[config.mk]
export PLATFORM = sky130hd
export DESIGN_NAME = nibble_serial_adder_ctrl
export DESIGN_NICKNAME = d
export VERILOG_FILES = /design/src/rtl/nibble_serial_adder_ctrl.sv
export SDC_FILE = /design/constraint.sdc
export NUM_CORES = 1
export LEC_CHECK = 0
export BUFFER_PORTS_ARGS = -buffer_cell sky130_fd_sc_hd__buf_2
export CAP_MARGIN = 20
export CELL_PAD_IN_SITES_DETAIL_PLACEMENT = 0
export CELL_PAD_IN_SITES_GLOBAL_PLACEMENT = 1
export CORE_UTILIZATION = 45
export DETAILED_ROUTE_END_ITERATION = 10
export GPL_TIMING_DRIVEN = 0
export HOLD_SLACK_MARGIN = 0.03
export MAX_ROUTING_LAYER = met4
export PLACE_DENSITY_LB_ADDON = 0.1
export SLEW_MARGIN = 20
export SYNTH_ARGS = -nofsm -noshare
export SYNTH_HDL_FRONTEND = slang
export SYNTH_SLANG_ARGS = --single-unit
export TNS_END_PERCENT = 10
[constraint.sdc]
create_clock -name clk -period 3 [get_ports clk]
set_input_delay 0.45 -clock clk [delete_from_list [all_inputs] [get_ports clk]]
set_output_delay 0.45 -clock clk [all_outputs]
set_load 0.05 [all_outputs]
[src/rtl/nibble_serial_adder_ctrl.sv]
// Nibble-serial adder: one 4-bit slice reused LSB-first over NIBBLES nibbles.
// Optional subtract mode is enabled by defining ADDER_SUB_EN.
module nibble_serial_adder_ctrl #(
    parameter int NIBBLES = 4
) (
    input  logic                 clk,
    input  logic                 rst,
    input  logic                 start,
    input  logic [4*NIBBLES-1:0] A,
    input  logic [4*NIBBLES-1:0] B,
    input  logic                 Cin,
`ifdef ADDER_SUB_EN
    input  logic                 sub,
`endif
    output logic                 busy,
    output logic                 done,
    output logic [4*NIBBLES-1:0] sum,
    output logic                 Cout
);

    localparam int W  = 4 * NIBBLES;
    localparam int IW = (NIBBLES > 1) ? $clog2(NIBBLES) : 1;

    typedef enum logic [1:0] {IDLE, RUN, DONE} state_t;

    state_t          state, state_nx;
    logic [IW-1:0]   idx;
    logic            carry;
    logic [W-1:0]    shadow, shadow_nx;
    logic [W-1:0]    a_r, b_r;
    logic [IW+1:0]   off;
    logic [3:0]      a4, b4;
    logic [4:0]      slice;
    logic            last;
    logic [W-1:0]    b_cap;
    logic            c_cap;

    assign off   = {idx, 2'b00};
    assign a4    = a_r[off +: 4];
    assign b4    = b_r[off +: 4];
    assign slice = {1'b0, a4} + {1'b0, b4} + {4'b0000, carry};
    assign last  = (idx == IW'(NIBBLES - 1));

`ifdef ADDER_SUB_EN
    assign b_cap = sub ? ~B : B;
    assign c_cap = sub ? 1'b1 : Cin;
`else
    assign b_cap = B;
    assign c_cap = Cin;
`endif

    // Shadow with the current nibble's slice result merged in
    always_comb begin
        shadow_nx = shadow;
        shadow_nx[off +: 4] = slice[3:0];
    end

    // State register
    always_ff @(posedge clk or posedge rst) begin
        if (rst) state <= IDLE;
        else     state <= state_nx;
    end

    // Next-state logic and status outputs
    always_comb begin
        state_nx = state;
        busy     = 1'b0;
        done     = 1'b0;
        case (state)
            IDLE: if (start) state_nx = RUN;
            RUN: begin
                busy = 1'b1;
                if (last) state_nx = DONE;
            end
            DONE: begin
                busy     = 1'b1;
                done     = 1'b1;
                state_nx = IDLE;
            end
            default: state_nx = IDLE;
        endcase
    end

    // Operand capture, per-nibble accumulation and result commit
    always_ff @(posedge clk or posedge rst) begin
        if (rst) begin
            idx    <= '0;
            carry  <= 1'b0;
            shadow <= '0;
            a_r    <= '0;
            b_r    <= '0;
            sum    <= '0;
            Cout   <= 1'b0;
        end else begin
            case (state)
                IDLE: if (start) begin
                    a_r   <= A;
                    b_r   <= b_cap;
                    carry <= c_cap;
                    idx   <= '0;
                end
                RUN: begin
                    shadow <= shadow_nx;
                    carry  <= slice[4];
                    if (last) begin
                        idx  <= '0;
                        sum  <= shadow_nx;
                        Cout <= slice[4];
                    end else begin
                        idx <= idx + IW'(1);
                    end
                end
                default: ;
            endcase
        end
    end

endmodule

==> Yosys cells after proc, flatten, opt, wreduce, memory -nomap -nowiden <==
Index checks and enable logic that the tools add are counted.
{ "word_totals": {"reg_bits": 70, "word_cells": 39, "out_inout_bits": 19, "in_bits": 36} }
{ "op_classes": {"eq_ne": 5, "shift": 4, "n_addsub": 4, "n_reduce_logical": 7, "mux": 11} }
{ "op_table": {"columns": ["operator", "n"], "rows": [
  ["indexed part select 16 x 5 -> 4 bit", 2],
  ["bitwise mux 16 bit", 1],
  ["variable shift 4 x 6 -> 16 bit (first input constant)", 1],
  ["indexed part select 4 x 6 -> 16 bit", 1],
  ["2-to-1 mux 2 bit", 4],
  ["case mux 2 bit (2 select lines)", 2],
  ["AND reduction 2 bit", 4],
  ["negation 4 -> 6 bit", 1],
  ["adder 4 x 4 -> 5 bit", 1],
  ["adder 5 x 1 -> 5 bit", 1],
  ["== test 2 bit (second input constant)", 2],
  ["!= test 2 bit (second input constant)", 2],
  ["2-to-1 mux 1 bit", 3],
  ["adder 2 x 1 -> 2 bit (second input constant)", 1],
  ["== test 2 x 1 -> 1 bit (second input constant)", 1],
  ["zero test 2 bit", 1],
  ["case mux 1 bit (2 select lines)", 1],
  ["nonzero test 2 bit", 1],
  ["OR reduction 2 bit", 1]
]} }

==> Longest topological paths before layout <==
{ "depth": {"word_depth": 5, "depth_mapped": 9, "depth_no_buf": 8} }

==> Worst setup path after synthesis <==
No wires, ideal clock.
{ "synth_timing": {"path_type": "register to register", "from": "register idx[0]", "to": "register shadow[5]", "arrival_time_ns": 2.555, "n_path_buf": 1, "stages_incl_launch_ff": 8, "setup_slack_ns": 0.379, "t_required_ns": 2.935, "cell_sequence": "dfrtp_1 > buf_2 > mux4_2 > fa_1 > inv_1 > fa_1 > nor2_1 > a22o_1"} }
{ "synth_via": {"elab_chain_cells": 5, "elab_cells_between_ends": 8} }
{ "synth_lines": {"columns": ["element", "line_no", "rtl"], "rows": [
  ["start, declared", "27", "logic [IW-1:0] idx;"],
  ["start signal, assigned", "110", "idx <= idx + IW'(1);"],
  ["indexed part select 16 x 5 -> 4 bit (on tied branches)", "39, 40", null],
  ["adder 4 x 4 -> 5 bit", "41", "assign slice = {1'b0, a4} + {1'b0, b4} + {4'b0000, carry};"],
  ["adder 5 x 1 -> 5 bit", "41", null],
  ["indexed part select 4 x 6 -> 16 bit", "55", "shadow_nx[off +: 4] = slice[3:0];"],
  ["bitwise mux 16 bit *", "55", null],
  ["end signal, assigned", "103", "shadow <= shadow_nx;"],
  ["end, declared", "29", "logic [W-1:0] shadow, shadow_nx;"]
]} }
Mark *: on every way between the ends. The rest lies on a longest branch, timed or not.
A chain may end at the register's enable or synchronous reset.

==> Final worst setup path <==
{ "layout_timing": {"from": "register idx[0]", "to": "register shadow[3]"} }
Same word-level chain as after synthesis.

==> summary.md <==
| Metric | Value |
|---|---|
| EDFF count, synth | 0 |
| Routed wire length | 6960 um |
| GRT overflow | 0 |
| Initial antenna violation count | 0 |
| Final max-slew violation count | 0 |
| Max frequency | 354 MHz |
| CTS max path bufs | 2 |
| WL per Instance | 15.9 um |
| Dpl hpwl | 4970 um |
| CP Capture Type | flop |
| Cell count after placement | 421 |
| Final setup vio count | 0 |
| Ys Warns | 0 |
| Post-place setup slack | -0.210 ns |
| Sequential Area | 1750 um2 |
| CTS H-tree depth | 3 |
| Vias per cell | 5.22 |
| Iteration-0 DRC Markers | 135 |
| Cell Rows | 30 |
| RSZ-0062 raised after global routing | no |
| # fillers | 661 |
| Final net count | 386 |
| Largest net degree at the start of global routing | 53 |
| Starting Density | 47.5% |
| CP startpoint kind | flop |
| Post-Syn Nets | 320 |
| Asr flop ratio synth | 100% |
| TritonCTS clock tree | built |
| Crit-path max FO | 10 |
| Die Span X | 87.4 um |
| Share of post-route cells with drive strength above 1 | 34.3% |
| Final min period | 2.82 ns |
| Antenna Violating Nets Remaining | 0 |
| Final hold violations | 0 |
| Final setup margin | 0.176 ns |
| Rel. slew slack | 50.0% |
| Required time at the worst-slack endpoint | 3.23 ns |
| Total CTS buffers | 9 |
| # IOs | 55 |
| Clk slew on worst S/H paths | 0.08 ns |
| Hold WC Path Type | in2async |
| Critical path type | reg2reg |
| Post-Syn Instances | 270 |
| Non-Filler Instances | 437 |
| Least-Margin Pin Slew | 0.744 ns |
| Setup Buffers After CTS | 0 |
| Overall routing resource usage | 20.8% |
| Library cells used by synthesis | 39 |
| Core ar. | 6910 um2 |
| CTS Sinks | 70 |
| Hold Buf Count CTS | 0 |
| Area Overhead vs Synth | 18.9% |
| CTS root buf | clkbuf_8 |
| Die span in y | 87.4 um |
| Post-CTS sizing | 3 |
| Vias | 2,283 |
| Vias in the first global route | 2,272 |
| Global-route wire length before repair | 11,400 um |
| Die area | 7640 um2 |
| Placer congestion estimate | 0.761 |
| Later-pin clock latency in the skew report | 0.34 ns |
| Post-synthesis register bit count | 70 |
| Post-synthesis sequential area ratio | 53.4% |
| # Max-Cap Violations | 0 |
| Mean post-synth cell area | 12.2 um2 |
| Data arrival, critical path | 3.05 ns |
| Most common flop cell mapped by yosys | dfrtp_1 |
| Outcome | completed |
| Mapped Area | 3280 um2 |
| R2R Setup Slk | 0.18 ns |
| ANT cells | 0 |
| Clk_skew | 0.00868 ns |
| Area occupied by multi-input gates | 1420 um2 |
| Buffers added on ports | 54 |
| Initial DRT Pass Iterations | 4 |
| Remaining DRCs | 0 |
| Post-route clock period utilization | 94.1% |
-- through the flow --
stage / hold WS [ns] / utilization (%) / cell area (um2) / setup TNS (ns)
CTS: 0.0497 / 56.4 / 3890 / 0
global placement: 0.463 / 53.2 / 3670 / -10.80
global route: 0.0583 / 56.5 / 3900 / 0
detailed placement: 0.418 / 53.6 / 3700 / -1.04
finish: 0.0537 / 56.5 / 3900 / 0
floorplan: 0.450 / - / 3280 / 0
-- flip-flops by register name, summed over array words and instances (netlist names) --
register  cells
Cout          1
b_r          16
idx           2
sum          16
shadow       16
a_r          16
carry         1
state         2
-- kinds of logic (layout without fill, tap and decap cells) --
| logic type | count (synthesis) | in the layout | synth area share [%] |
|---|---|---|---|
| AO/OA/AOI/OAI | 55 | 55 | 12.3 |
| XOR/XNOR | 1 | 1 | 0.267 |
| adder cells (fa/ha/maj) | 14 | 14 | 5.79 |
| AND/OR/NAND/NOR | 57 | 57 | 7.78 |
| flip-flops | 70 | 70 | 53.4 |
| multiplexers | 40 | 40 | 16.7 |
| buffers and inverters | 33 | 104 | 3.81 |
-- synth_stat cells, types with 2 or more instances --
master     instances  area (um2)
o21a_1             2        15.0
nand3_1            3        15.0
a2bb2oi_1          2        17.5
dfrtp_1           70        1750
ha_1              12         150
mux4_1             2        52.6
fa_1               2        40.0
inv_1             22        82.6
a22o_1             4        35.0
o221ai_1           2        17.5
a31oi_1            2        12.5
mux4_2             6         135
buf_1              3        11.3
o21ai_0           10        50.1
o32a_1             4        40.0
a32o_1             6        60.1
nand2b_1           2        12.5
and3_1             2        12.5
mux2_2            32         360
nor2_1            24        90.1
a221oi_1           8        70.1
o21ai_1            2        10.0
a21oi_1            9        45.0
nand2_1           19        71.3
clkbuf_1           6        22.5
-- layout by cell type, fill, tap and decap left out, types with 2 or more instances in the layout --
cell type / count
a21oi_1: 9
a221oi_1: 8
a22o_1: 4
a2bb2oi_1: 2
a31oi_1: 2
a32o_1: 6
and3_1: 2
buf_1: 3
buf_2: 54
clkbuf_1: 6
clkbuf_8: 12
clkinv_2: 2
dfrtp_1: 69
fa_1: 2
ha_1: 12
inv_1: 21
mux2_2: 32
mux4_1: 2
mux4_2: 6
nand2_1: 18
nand2b_1: 2
nand3_1: 3
nor2_1: 23
o21a_1: 2
o21ai_0: 10
o21ai_1: 2
o221ai_1: 2
o32a_1: 4
-- per-layer routing --
layer	wire length, um	part of all wire, %	GRT usage [%]	vias up
met5	0	0	-	-
met4	88	1.3	7.90	0
met3	245	3.5	3.41	9
met2	3410	49	32.5	62
met1	3220	46	27.3	1109
li1	-	-	-	1103
-- path summary, 6_finish.rpt --
path,from,end,cells past startpoint
worst max register to register,idx[0],shadow[3],7
worst min-delay path,rst,a_r[6],2
worst max-delay path,idx[0],shadow[3],7
max in group asynchronous,rst,shadow[8],3
min in group clk,B[0],b_r[0],2
worst min register to register,Cout,Cout,2
-- final cells by class --
type,count,area share [%]
Timing Repair Buffer,55,7.63
Clock buffer,13,4.33
Buffer,10,1.09
Multi-Input combinational cell,167,36.3
Sequential cell,70,44.9
Clock inverter,3,0.449
Tap cell,96,3.08
Inverter,23,2.28
-- worst max-delay path, cell delays in order, from the launching register on --
cell and delay, ns:
dfrtp_2 0.47, buf_4 0.25, mux4_2 0.55, ha_1 0.37, a21oi_1 0.10, a21boi_1 0.44
nor2_1 0.22, a32o_1 0.30
Power is not shown: default switching activity piles up to over one toggle a cycle in this logic, so the estimate is an artifact.
